$ cat src/rtl/board_text_renderer.sv
// Streams an NxN tile board plus score as ASCII text,
// one byte per valid/ready handshake, with bit-serial BCD conversion.
module board_text_renderer #(
  parameter int SIZE         = 4,
  parameter int TILE_W       = 20,
  parameter int DIGITS       = 4,
  parameter int SCORE_W      = 21,
  parameter int SCORE_DIGITS = 7
) (
  input  logic                          clk,
  input  logic                          rst_n,
  input  logic [SIZE*SIZE*TILE_W-1:0]   board,
  input  logic [SCORE_W-1:0]            score,
  input  logic                          start,
  output logic                          busy,
  output logic [7:0]                    char_out,
  output logic                          char_valid,
  input  logic                          char_ready,
  output logic                          done
);

  localparam int CW   = DIGITS + 3;
  localparam int LW   = SIZE * CW + 1;
  localparam int NL   = 4 * SIZE + 1;
  localparam int TRL  = SCORE_DIGITS + 11;
  localparam int ND   = ((DIGITS > SCORE_DIGITS) ? DIGITS : SCORE_DIGITS) + 1;
  localparam int BW   = 4 * ND;
  localparam int VW   = (TILE_W > SCORE_W) ? TILE_W : SCORE_W;
  localparam int CMAX = (LW + 1 > TRL - 1) ? LW + 1 : TRL - 1;
  localparam int CLW  = $clog2(CMAX + 1);
  localparam int LNW  = $clog2(NL + 1);
  localparam int OFW  = $clog2(CW);
  localparam int CEW  = $clog2(SIZE + 1);
  localparam int CTW  = $clog2(VW + 1);
  localparam int BVW  = SIZE * SIZE * TILE_W;

  localparam logic [55:0] PFX = "score: ";

  typedef enum logic [1:0] {
    S_IDLE,
    S_EMIT,
    S_CONV,
    S_DONE
  } state_e;

  state_e             state_q;
  logic [LNW-1:0]     line_q, line_d;
  logic [CLW-1:0]     col_q, col_d;
  logic [OFW-1:0]     off_q, off_d;
  logic [CEW-1:0]     cell_q, cell_d;
  logic [BVW-1:0]     board_q;
  logic [SCORE_W-1:0] score_q;
  logic [VW-1:0]      sh_q, ld_v;
  logic [CTW-1:0]     cnt_q, ld_cnt;
  logic [BW-1:0]      bcd_q, bcd_d, adj;
  logic               ovf_q, ovf_d;
  logic [7:0]         char_q, ch_d;
  logic               valid_q, busy_q, done_q;

  logic               in_tr, conv_t, conv_s, last_c;
  logic               t_ovf, s_ovf;
  logic [TILE_W-1:0]  tile_v;
  logic [3:0]         dig;
  int                 tidx, pl, pc, po, dp;

  assign busy       = busy_q;
  assign char_out   = char_q;
  assign char_valid = valid_q;
  assign done       = done_q;

  assign in_tr  = (int'(line_q) == NL);
  assign conv_t = !in_tr && (line_q[1:0] == 2'd2) &&
                  (int'(off_q) == 0) && (int'(cell_q) < SIZE);
  assign conv_s = in_tr && (int'(col_q) == 8);
  assign last_c = in_tr && (int'(col_q) == TRL - 1);

  assign t_ovf = ovf_q | (|(bcd_q >> (4 * DIGITS)));
  assign s_ovf = ovf_q | (|(bcd_q >> (4 * SCORE_DIGITS)));

  // step the text cursor to the following character
  always_comb begin
    line_d = line_q;
    col_d  = col_q + CLW'(1);
    off_d  = off_q;
    cell_d = cell_q;
    if (!in_tr) begin
      if (int'(col_q) == LW + 1) begin
        line_d = line_q + LNW'(1);
        col_d  = '0;
        off_d  = '0;
        cell_d = '0;
      end else if (int'(off_q) == CW - 1) begin
        off_d  = '0;
        cell_d = cell_q + CEW'(1);
      end else begin
        off_d  = off_q + OFW'(1);
      end
    end
  end

  // pick the value to convert and left-align it in the shifter
  always_comb begin
    tidx = int'(line_q >> 2) * SIZE + int'(cell_q);
    if (tidx >= SIZE * SIZE) tidx = 0;
    tile_v = board_q[tidx*TILE_W +: TILE_W];
    ld_v   = '0;
    if (conv_t) begin
      ld_v[VW-1 -: TILE_W] = tile_v;
      ld_cnt = CTW'(TILE_W);
    end else begin
      ld_v[VW-1 -: SCORE_W] = score_q;
      ld_cnt = CTW'(SCORE_W);
    end
  end

  // one double-dabble step; bits lost off the top flag overflow
  always_comb begin
    adj = bcd_q;
    for (int i = 0; i < ND; i++) begin
      if (adj[4*i +: 4] >= 4'd5) adj[4*i +: 4] = adj[4*i +: 4] + 4'd3;
    end
    bcd_d = {adj[BW-2:0], sh_q[VW-1]};
    ovf_d = ovf_q | adj[BW-1];
  end

  // character at the cursor (next position, or current one after CONV)
  always_comb begin
    if (state_q == S_CONV) begin
      pl = int'(line_q);
      pc = int'(col_q);
      po = int'(off_q);
    end else begin
      pl = int'(line_d);
      pc = int'(col_d);
      po = int'(off_d);
    end
    ch_d = 8'h20;
    dig  = 4'd0;
    dp   = 0;
    if (pl == NL) begin
      if (pc == 0) begin
        ch_d = 8'h0D;
      end else if (pc == 1) begin
        ch_d = 8'h0A;
      end else if (pc < 9) begin
        ch_d = PFX[8*(8-pc) +: 8];
      end else if (pc < 9 + SCORE_DIGITS) begin
        dp   = SCORE_DIGITS + 8 - pc;
        dig  = bcd_q[4*dp +: 4];
        ch_d = s_ovf ? 8'h2A : {4'h3, dig};
      end else if (pc == 9 + SCORE_DIGITS) begin
        ch_d = 8'h0D;
      end else begin
        ch_d = 8'h0A;
      end
    end else if (pc == LW) begin
      ch_d = 8'h0D;
    end else if (pc == LW + 1) begin
      ch_d = 8'h0A;
    end else if (pl % 4 == 0) begin
      ch_d = 8'h2D;
    end else if (po == 0) begin
      ch_d = 8'h7C;
    end else if (pl % 4 != 2 || po == 1 || po == CW - 1) begin
      ch_d = 8'h20;
    end else begin
      dp  = DIGITS + 1 - po;
      dig = bcd_q[4*dp +: 4];
      if (t_ovf) begin
        ch_d = 8'h2A;
      end else if ((bcd_q >> (4 * dp)) == '0) begin
        ch_d = 8'h20;
      end else begin
        ch_d = {4'h3, dig};
      end
    end
  end

  // frame sequencer with registered outputs
  always_ff @(posedge clk or negedge rst_n) begin
    if (!rst_n) begin
      state_q <= S_IDLE;
      line_q  <= '0;
      col_q   <= '0;
      off_q   <= '0;
      cell_q  <= '0;
      board_q <= '0;
      score_q <= '0;
      sh_q    <= '0;
      cnt_q   <= '0;
      bcd_q   <= '0;
      ovf_q   <= 1'b0;
      char_q  <= 8'h00;
      valid_q <= 1'b0;
      busy_q  <= 1'b0;
      done_q  <= 1'b0;
    end else begin
      unique case (state_q)
        S_IDLE: begin
          done_q <= 1'b0;
          if (start) begin
            board_q <= board;
            score_q <= score;
            line_q  <= '0;
            col_q   <= '0;
            off_q   <= '0;
            cell_q  <= '0;
            char_q  <= 8'h2D;
            valid_q <= 1'b1;
            busy_q  <= 1'b1;
            state_q <= S_EMIT;
          end
        end
        S_EMIT: begin
          if (char_ready) begin
            line_q <= line_d;
            col_q  <= col_d;
            off_q  <= off_d;
            cell_q <= cell_d;
            unique case (1'b1)
              last_c: begin
                valid_q <= 1'b0;
                busy_q  <= 1'b0;
                done_q  <= 1'b1;
                state_q <= S_DONE;
              end
              conv_t, conv_s: begin
                valid_q <= 1'b0;
                sh_q    <= ld_v;
                cnt_q   <= ld_cnt;
                bcd_q   <= '0;
                ovf_q   <= 1'b0;
                state_q <= S_CONV;
              end
              default: begin
                char_q <= ch_d;
              end
            endcase
          end
        end
        S_CONV: begin
          if (cnt_q != '0) begin
            bcd_q <= bcd_d;
            ovf_q <= ovf_d;
            sh_q  <= sh_q << 1;
            cnt_q <= cnt_q - CTW'(1);
          end else begin
            char_q  <= ch_d;
            valid_q <= 1'b1;
            state_q <= S_EMIT;
          end
        end
        S_DONE: begin
          done_q  <= 1'b0;
          state_q <= S_IDLE;
        end
        default: state_q <= S_IDLE;
      endcase
    end
  end

endmodule
$ cat config.mk
export PLATFORM = sky130hd
export DESIGN_NAME = board_text_renderer
export DESIGN_NICKNAME = d
export VERILOG_FILES = /design/src/rtl/board_text_renderer.sv
export SDC_FILE = /design/constraint.sdc
export NUM_CORES = 1
export LEC_CHECK = 0
export CAP_MARGIN = 5
export CORE_UTILIZATION = 50
export DETAILED_ROUTE_END_ITERATION = 8
export PLACE_DENSITY = 0.77
export SLEW_MARGIN = 40
export SYNTH_ARGS = -nofsm -noshare
export SYNTH_HDL_FRONTEND = slang
export SYNTH_SLANG_ARGS = --single-unit
export TNS_END_PERCENT = 100
$ cat constraint.sdc
create_clock -name clk -period 5 [get_ports clk]
set_clock_uncertainty 0.15 [all_clocks]
set_input_delay 1.25 -clock clk [delete_from_list [all_inputs] [get_ports clk]]
set_output_delay 1.25 -clock clk [all_outputs]
set_load 0.1 [all_outputs]
== Word level (Yosys, flattened, before mapping) ==
Cells that the tools add are included.

* Reductions and logical operators: 34
* Add/sub/neg operators: 17
* Eq/ne operators: 28
* Multiplexer cells: 86
* Shift-type cells: 5
* $mul: 1
* Bitwise operators: 4
* $lt $le $gt $ge: 12

{| class="wikitable"
|+ Operators with widths
! cell !! number
|-
| 320-bit by 32-bit variable part select with 20-bit output || 1
|-
| 32-bit by 6-bit == test with 1-bit output (second input constant) || 4
|-
| 32-bit zero test || 4
|-
| 32-bit 2-to-1 mux || 3
|-
| 5-bit 2-to-1 mux || 16
|-
| 32-bit by 2-bit == test with 1-bit output (second input constant) || 2
|-
| 8-bit 2-to-1 mux || 8
|-
| 32-bit case mux with 2 select lines || 1
|-
| 32-bit by 32-bit variable part select with 4-bit output || 2
|-
| 21-bit 2-to-1 mux || 3
|-
| 56-bit by 32-bit variable part select with 8-bit output (first input constant) || 1
|-
| 21-bit case mux with 2 select lines || 1
|-
| 3-bit 2-to-1 mux || 11
|-
| 4-bit by 2-bit adder with 4-bit output (second input constant) || 8
|-
| 32-bit by 4-bit == test with 1-bit output (second input constant) || 1
|-
| 4-bit by 3-bit >= comparator with 1-bit output (second input constant) || 8
|-
| 32-bit by 5-bit less-than comparator with 1-bit output (second input constant) || 1
|-
| 32-bit by 6-bit less-than comparator with 1-bit output (second input constant) || 1
|-
| 32-bit by 4-bit multiplier with 30-bit output (second input constant) || 1
|-
| 4-bit 2-to-1 mux || 8
|-
| 32-bit by 32-bit >> shifter with 32-bit output || 1
|-
| 5-bit case mux with 2 select lines || 3
|-
| 4-bit by 30-bit subtractor with 30-bit output (first input constant) || 1
|-
| 5-bit by 30-bit subtractor with 30-bit output (first input constant) || 1
|-
| 45 further kinds || 96
|}

* Bits in registers: 429
* Word-level logic and storage cells: 202

== Longest topological paths before layout ==
Gate-level depths: netlist (run 1).

* Depth after elaboration: 19
* Depth in mapped cells: 23
* Mapped depth without buffers: 18

== Worst setup path before layout (run 1) ==
No wires, ideal clock.

* Kind: register to register
* Start: reg cell_q[2]
* End: reg sh_q[20]
* Slack: 0.082 ns
* Library setup time: 0.126 ns
* Buffers on the path: 6
* Cell stages (with the launch flop): 21
* Period minus slack after synthesis: 4.918 ns
* Required time: 4.724 ns
* Data arrival time: 4.642 ns
* Cell sequence: dfrtp_1 > ha_1 > ha_1 > or2_4 > o21ai_4 > nand2_2 > inv_2 > buf_2 > buf_4 > buf_4 > buf_2 > ha_1 > ha_1 > inv_1 > fa_1 > xor2_1 > clkbuf_1 > clkbuf_1 > mux4_2 > a32oi_1 > nand2_1

* Longest elaborated chain between the ends: 9
* Elaborated cells between the ends (all ways): 14
* Those cells by class: 1 x add/sub; 1 x mul; 2 x order compare; 1 x eq/ne; 1 x shift; 5 x mux; 3 x reduce/logical

{| class="wikitable"
|+ Ends and longest elaborated chain
! item !! RTL line !! text
|-
| from (decl) || 50 || <nowiki>logic [CEW-1:0] cell_q, cell_d;</nowiki>
|-
| from (signal assigned) || 219 || <nowiki>cell_q <= cell_d;</nowiki>
|-
| 5-bit by 3-bit adder with 6-bit output || 103 || <nowiki>tidx = int'(line_q >> 2) * SIZE + int'(cell_q);</nowiki>
|-
| 6-bit by 5-bit >= comparator with 1-bit output || 104 || <nowiki>if (tidx >= SIZE * SIZE) tidx = 0;</nowiki>
|-
| 6-bit 2-to-1 mux || 104 ||
|-
| 32-bit by 4-bit multiplier with 30-bit output || 105 || <nowiki>tile_v = board_q[tidx*TILE_W +: TILE_W];</nowiki>
|-
| 320-bit by 32-bit variable part select with 20-bit output || 105 ||
|-
| 20-bit 2-to-1 mux || 107 || <nowiki>if (conv_t) begin</nowiki>
|-
| 21-bit 2-to-1 mux || 220 || <nowiki>unique case (1'b1)</nowiki>
|-
| 21-bit 2-to-1 mux || 215 || <nowiki>if (char_ready) begin</nowiki>
|-
| 21-bit case mux with 2 select lines || 198 || <nowiki>unique case (state_q)</nowiki>
|-
| to (signal assigned) || 229 || <nowiki>sh_q <= ld_v;</nowiki>
|-
| to (signal assigned) || 245 || <nowiki>sh_q <= sh_q << 1;</nowiki>
|-
| to (decl) || 53 || <nowiki>logic [VW-1:0] sh_q, ld_v;</nowiki>
|}

Several ways; a longest one is shown, not always the timed one. The select of a mux whose other input is x is not followed.
A chain may end at the register's enable or synchronous reset.

== Worst setup path after layout (run 1) ==
* Start: reg line_q[2]
* End: reg sh_q[5]

* Longest elaborated chain between the ends: 9
* Elaborated cells between the ends (all ways): 18
* Those cells by class: 1 x add/sub; 1 x mul; 1 x order compare; 2 x eq/ne; 1 x shift; 5 x mux; 7 x reduce/logical

{| class="wikitable"
|+ Ends and longest elaborated chain
! item !! RTL line !! text
|-
| from (decl) || 47 || <nowiki>logic [LNW-1:0] line_q, line_d;</nowiki>
|-
| from (signal assigned) || 216 || <nowiki>line_q <= line_d;</nowiki>
|-
| 5-bit by 3-bit adder with 6-bit output or 5-bit == test (tied branches) || 103, 71 ||
|-
| 6-bit by 5-bit >= comparator with 1-bit output or 1-bit zero test (tied branches) || -- ||
|-
| 6-bit 2-to-1 mux or 1-bit logical AND (tied branches) || 104, 72 ||
|-
| 32-bit by 4-bit multiplier with 30-bit output or 1-bit logical AND (tied branches) || 105, 72 ||
|-
| 320-bit by 32-bit variable part select with 20-bit output or 1-bit logical AND (tied branches) || 105, 73 ||
|-
| 20-bit 2-to-1 mux || 107 ||
|-
| 21-bit 2-to-1 mux || 220 ||
|-
| 21-bit 2-to-1 mux || 215 ||
|-
| 21-bit case mux with 2 select lines || 198 ||
|}

Several ways; a longest one is shown, not always the timed one. The select of a mux whose other input is x is not followed.

==> flow_metrics.env, run 1 <==
export IMPL_status="completed"
export IMPL_dpl_hpwl_um=90500
export IMPL_wl_um=120000
export IMPL_via_per_inst=6.95
export IMPL_root_buffer="clkbuf_16"
export IMPL_io_buffers=354
export IMPL_clkSinkCount=428
export IMPL_synthAdderAreaFrac_pct=2.04
export IMPL_tns_ps=0
export IMPL_die_x_um=249
export IMPL_rsz0062_at_grt="no"
export IMPL_layout_drive_gt1_share_pct=25.7
export IMPL_grt_pass1_wl_um=177000
export IMPL_slew_viol_final=0
export IMPL_yosysUniqueCellTypes=90
export IMPL_synth_compound_area_share_pct=13.9
export IMPL_nets=3383
export IMPL_cts_made_buffers=47
export IMPL_crit_arrival_ps=4910
export IMPL_synthFlopType="dfrtp_1"
export IMPL_start_util_pct=50.5
export IMPL_ios=356
export IMPL_synth_warnings=0
export IMPL_synth_area_top_cells="dfrtp_1, mux4_2, mux2_2"
export IMPL_cts_tree="built"
export IMPL_rows=90
export IMPL_drcViolationCount=0
export IMPL_min_path_type="flop to flop"
export IMPL_synth_xor_area_share_pct=0.489
export IMPL_setup_viol=0
export IMPL_n_fill_cell=4801
export IMPL_synthSimpleGateAreaFrac_pct=8.80
export IMPL_relSlewSlack_pct=39.2
export IMPL_path_max_fanout=106
export IMPL_startpoint_type="flop"
export IMPL_via_count=26500
export IMPL_gr_usage_all_layers_pct=38.3
export IMPL_cts_buffer_depth=3
export IMPL_dr_pass1_iters=6
export IMPL_ir_drop_v=0.000590
export IMPL_overflow=0
export IMPL_avgSynthCellArea_um2=11.2
export IMPL_clk_pin_slew_ps=60
export IMPL_area_delta_synth_final_pct=20.0
export IMPL_cts_hold_fix_buffers=0
export IMPL_synth_top_family_by_area="multiplexers"
export IMPL_htreeDepth=2
export IMPL_period_needed_ps=4600
export IMPL_grt_max_degree=173
export IMPL_clock_fmax_mhz=217
export IMPL_endpoint_kind="flop"
export IMPL_muxShareOfSynthArea_pct=34.9
export IMPL_post_synth_top_area_fraction_pct=35.2
export IMPL_fin_cells=3812
export IMPL_drv_cap=0
export IMPL_syn_area_um2=30400
export IMPL_finalHoldViolCount=0
export IMPL_post_cts_buffers=0
export IMPL_die_h_um=249
export IMPL_yosysTopAreaCell="dfrtp_1"
export IMPL_gp_congestion=1.05
export IMPL_clk_insertion_delay_late_ps=630
export IMPL_worst_pin_slew_ps=903
export IMPL_min_period_over_period_pct=92.0
export IMPL_synth_edf_count=0
export IMPL_first_iter_violations=3418
export IMPL_p_per_area_nw_per_um2=731
export IMPL_yosysSeqAreaShare_pct=35.2
export IMPL_cp_required_ps=5310
export IMPL_postRouteAntennaNets=0
export IMPL_async_reset_ff_share_pct=100
export IMPL_leakagePower_uw=0.0145
export IMPL_die_area_um2=61900
export IMPL_dp_cells=3719
export IMPL_core_um2=60200
export IMPL_antenna_found_initial=8
export IMPL_grt_pass1_vias=26200
export IMPL_critical_path_class="flop to flop"
export IMPL_ys_seq_elements=428
export IMPL_wire_per_inst_um=31.5
export IMPL_synthCells=2718
export IMPL_cts_resized=0
## area by class of cell
cell class / instances / area, µm² / share of cell area, %
diodes: 3 / 7.51 / 0.0205
clock inverters: 26 / 333 / 0.911
clock buffers: 61 / 1300 / 3.55
repair buffers: 464 / 4620 / 12.6
inverters: 47 / 198 / 0.541
well taps: 782 / 978 / 2.68
flip-flops and latches: 428 / 10700 / 29.3
multi-input cells: 2001 / 18400 / 50.3
## cell families after synthesis
family          after synthesis
compound gates              614
buf+inv                     292
flops                       428
other cells                   1
simple gates                548
mux                         769
fa+ha+maj                    49
xor+xnor                     17
## Yosys cell counts, drive strengths merged, types with 6 or more instances
cell	n
nor2b	15
inv	45
ha	48
nand2b	19
a311oi	9
a211oi	71
mux2i	217
a221oi	26
a32oi	10
a22oi	27
clkbuf	157
nand2	166
or3	8
and3	54
nor3b	9
a32o	9
o211ai	26
nand3	84
o311ai	11
o31ai	23
a21oi	101
o22ai	16
nor4	11
mux4	195
o2bb2ai	7
dfrtp	428
o21ai	134
and2	9
mux2	357
nor2	108
nor3	25
a2111oi	14
buf	88
or4	6
a211o	13
o221ai	8
a311o	9
xnor2	13
a21o	9
a31oi	32
nand4	14
## power breakdown
part	total, µW	internal, µW	switching (µW)
sequential	7550	5020	2530
clock	3710	2160	1550
combinational	15500	7090	8370
total	26700	14300	12400
## critical path, cell delays in order, from the launching register on
cell	delay [ps]
dfrtp_1	480
ha_1	270
ha_1	200
nand2_1	130
o21ai_4	110
nand2_4	120
inv_6	40
buf_12	190
buf_16	290
a211oi_1	790
a21oi_1	100
mux4_2	540
a221oi_1	720
o21ai_1	190
## placed cells by master (no fill, tap or decap), drive strengths merged, types with 71 or more instances in the layout
cell,instances
dfrtp,428
mux2,357
clkdlybuf4s50,343
mux2i,217
mux4,195
nand2,166
o21ai,134
buf,121
nor2,108
a21oi,101
nand3,84
a211oi,71
## flip-flops by register name, summed over array words and instances (netlist names)
register	flops
board_q	320
col_q	5
char_out	7
off_q	3
done	1
cell_q	3
score_q	21
ovf_q	1
line_q	5
busy	1
char_valid	1
bcd_q	32
cnt_q	5
state_q	2
sh_q	21
## stage by stage
stage	cell area (µm²)	hold slack [ps]	setup WS, ps	utilization (%)	power, µW
after global routing	36500	387	342	60.7	27500
final	36500	355	400	60.7	26700
after floorplan	30500	290	81.8	-	16600
after detailed placement	34800	334	471	57.8	22400
after CTS	36500	349	456	60.5	26100
after global placement	34800	311	488	57.8	22200
## per-layer routing
metal  up-vias  global-route usage, %  routed length [µm]
met1     13400                   50.0               46400
met5         -                      0                  38
met4         6                   16.7                6080
met3       344                   6.78               10800
met2      1586                   62.7               57000
li1      11100                      -                   -
## final timing paths
| check | cells after the start | endpoint | slack (ps) | start |
|---|---|---|---|---|
| worst max-delay path | 13 | sh_q[5] | 400 | line_q[2] |
| worst min-delay path | 2 | sh_q[0] | 350 | sh_q[0] |
| worst max register to register | 13 | sh_q[5] | 400 | line_q[2] |
| worst min register to register | 2 | sh_q[0] | 350 | sh_q[0] |
| max in group asynchronous | 3 | bcd_q[16] | 2900 | rst_n |
| min in group asynchronous | 1 | char_out[0] | 440 | rst_n |
No activity file was read; power rests on OpenSTA's default activity.
==> run 2, diff against run 1 <==
--- a/config.mk
+++ b/config.mk
@@ -8,7 +8,9 @@
 export CAP_MARGIN = 5
 export CORE_UTILIZATION = 50
 export DETAILED_ROUTE_END_ITERATION = 8
-export PLACE_DENSITY = 0.77
+export DONT_BUFFER_PORTS = 1
+export PLACE_DENSITY = 0.7
+export SETUP_SLACK_MARGIN = 0.02
 export SLEW_MARGIN = 40
 export SYNTH_ARGS = -nofsm -noshare
 export SYNTH_HDL_FRONTEND = slang
==> run 2 against run 1 <==
Net effect: the run now ends with max-slew violations left; hold slack lost 160 ps; global-route usage shrank 2.4 points; sequential share of layout area grew 3.2 points.
==> flow_metrics.env, run 2 (synthesis results as in run 1) <==
export IMPL_n_fill_cell=5070
export IMPL_postRouteAntennaNets=0
export IMPL_rsz0062_at_grt="no"
export IMPL_root_buffer="clkbuf_16"
export IMPL_gr_usage_all_layers_pct=35.9
export IMPL_start_util_pct=50.5
export IMPL_wl_um=113000
export IMPL_core_um2=60200
export IMPL_tns_ps=0
export IMPL_grt_pass1_vias=24300
export IMPL_worst_pin_slew_ps=1530
export IMPL_largest_register_ffs=320
export IMPL_clock_fmax_mhz=213
export IMPL_nets=3012
export IMPL_startpoint_type="flop"
export IMPL_layout_drive_gt1_share_pct=28.7
export IMPL_clkSinkCount=428
export IMPL_via_per_inst=7.22
export IMPL_crit_arrival_ps=5010
export IMPL_clk_pin_slew_ps=70
export IMPL_critical_path_class="flop to flop"
export IMPL_relSlewSlack_pct=-2.22
export IMPL_cts_hold_fix_buffers=0
export IMPL_slew_viol_final=44
export IMPL_rows=90
export IMPL_period_needed_ps=4690
export IMPL_endpoint_kind="flop"
export IMPL_io_buffers=0
export IMPL_antenna_found_initial=8
export IMPL_violations="max-slew violations"
export IMPL_pre_cts_ws_ps=210
export IMPL_die_h_um=249
export IMPL_ios=356
export IMPL_die_x_um=249
export IMPL_cts_made_buffers=48
export IMPL_ir_drop_v=0.000469
export IMPL_htreeDepth=2
export IMPL_path_max_fanout=87
export IMPL_top_regs="board_q: 320 flops, bcd_q: 32 flops"
export IMPL_leakagePower_uw=0.0130
export IMPL_finalHoldViolCount=0
export IMPL_grt_pass1_wl_um=166000
export IMPL_grt_max_degree=429
export IMPL_p_per_area_nw_per_um2=793
export IMPL_final_cell_mix="dfrtp_1, mux2_2, mux2i_1"
export IMPL_postLayoutCoreUtil_pct=54.7
export IMPL_drv_cap=0
export IMPL_fin_area_um2=32900
export IMPL_min_path_type="input pin to async pin"
export IMPL_cts_tree="built"
export IMPL_die_area_um2=61900
export IMPL_status="finished with violations"
export IMPL_area_delta_synth_final_pct=8.21
export IMPL_via_count=24900
export IMPL_wire_per_inst_um=32.7
export IMPL_min_period_over_period_pct=93.8
export IMPL_gp_congestion=1.06
export IMPL_dr_pass1_iters=6
export IMPL_final_common_cell="dfrtp_1"
export IMPL_regMostFlops="board_q"
export IMPL_drcViolationCount=0
export IMPL_dpl_hpwl_um=84500
export IMPL_setup_viol=0
export IMPL_p_total_uw=26100
export IMPL_dpl_cell_area_um2=31200
export IMPL_clk_insertion_delay_late_ps=610
export IMPL_first_iter_violations=3120
export IMPL_overflow=0
export IMPL_post_cts_buffers=0
export IMPL_fin_ws_ps=308
export IMPL_cts_buffer_depth=3
export IMPL_cp_required_ps=5320
-- run 2: per-layer routing --
metal	GRT usage [%]	part of all wire [%]
met2	58.3	48
met5	0	0.024
met4	17.5	5.4
met3	7.12	9.1
met1	46.0	38
-- run 2: final timing paths --
check,from,to,slack (ps),depth (start not counted)
worst max-delay path,line_q[2],sh_q[6],310,14
worst min-delay path,rst_n,board_q[166],190,0
worst max register to register,line_q[2],sh_q[6],310,14
worst min register to register,sh_q[0],sh_q[0],330,2
max in group asynchronous,rst_n,board_q[143],3290,0
min in group clk,sh_q[0],sh_q[0],330,2
-- run 2: stage by stage --
step                      std cells  hold WS [ps]
after floorplan                2721           290
after global placement         3347           300
after detailed placement       3349           318
after CTS                      3438           161
after global routing           3441           200
final                          3443           191
-- run 2: worst max-delay path, cell delays in order, from the launching register on --
cell and delay [ps]:
dfrtp_1 480, ha_1 260, ha_1 200, or2_4 250, o21ai_4 120, nand2_4 140, inv_16 80, buf_12 330
buf_16 440, mux2i_1 510, buf_4 250, mux2i_1 80, mux4_2 530, a221oi_2 440, o21ai_1 130
-- run 2: layout make-up --
type | count | area [µm²] | share of cell area (%)
multi-input combinational | 2001 | 18400 | 55.9
sequential | 428 | 10700 | 32.6
clock buffer | 65 | 1380 | 4.18
tap | 782 | 978 | 2.97
timing repair buffer | 92 | 913 | 2.77
clock inverter | 24 | 335 | 1.02
inverter | 47 | 198 | 0.600
antenna | 4 | 10.0 | 0.0304
-- run 2: timing repair --
item / in CTS / in global routing
resized for setup: 0 / 1
endpoints found under the hold margin: 0 / 0
setup endpoints to repair: 0 / 1
-- run 2: where the power goes --
group	switching, µW	internal, µW
logic	7850	6790
registers	2640	5020
clock network	1560	2270
total	12000	14100
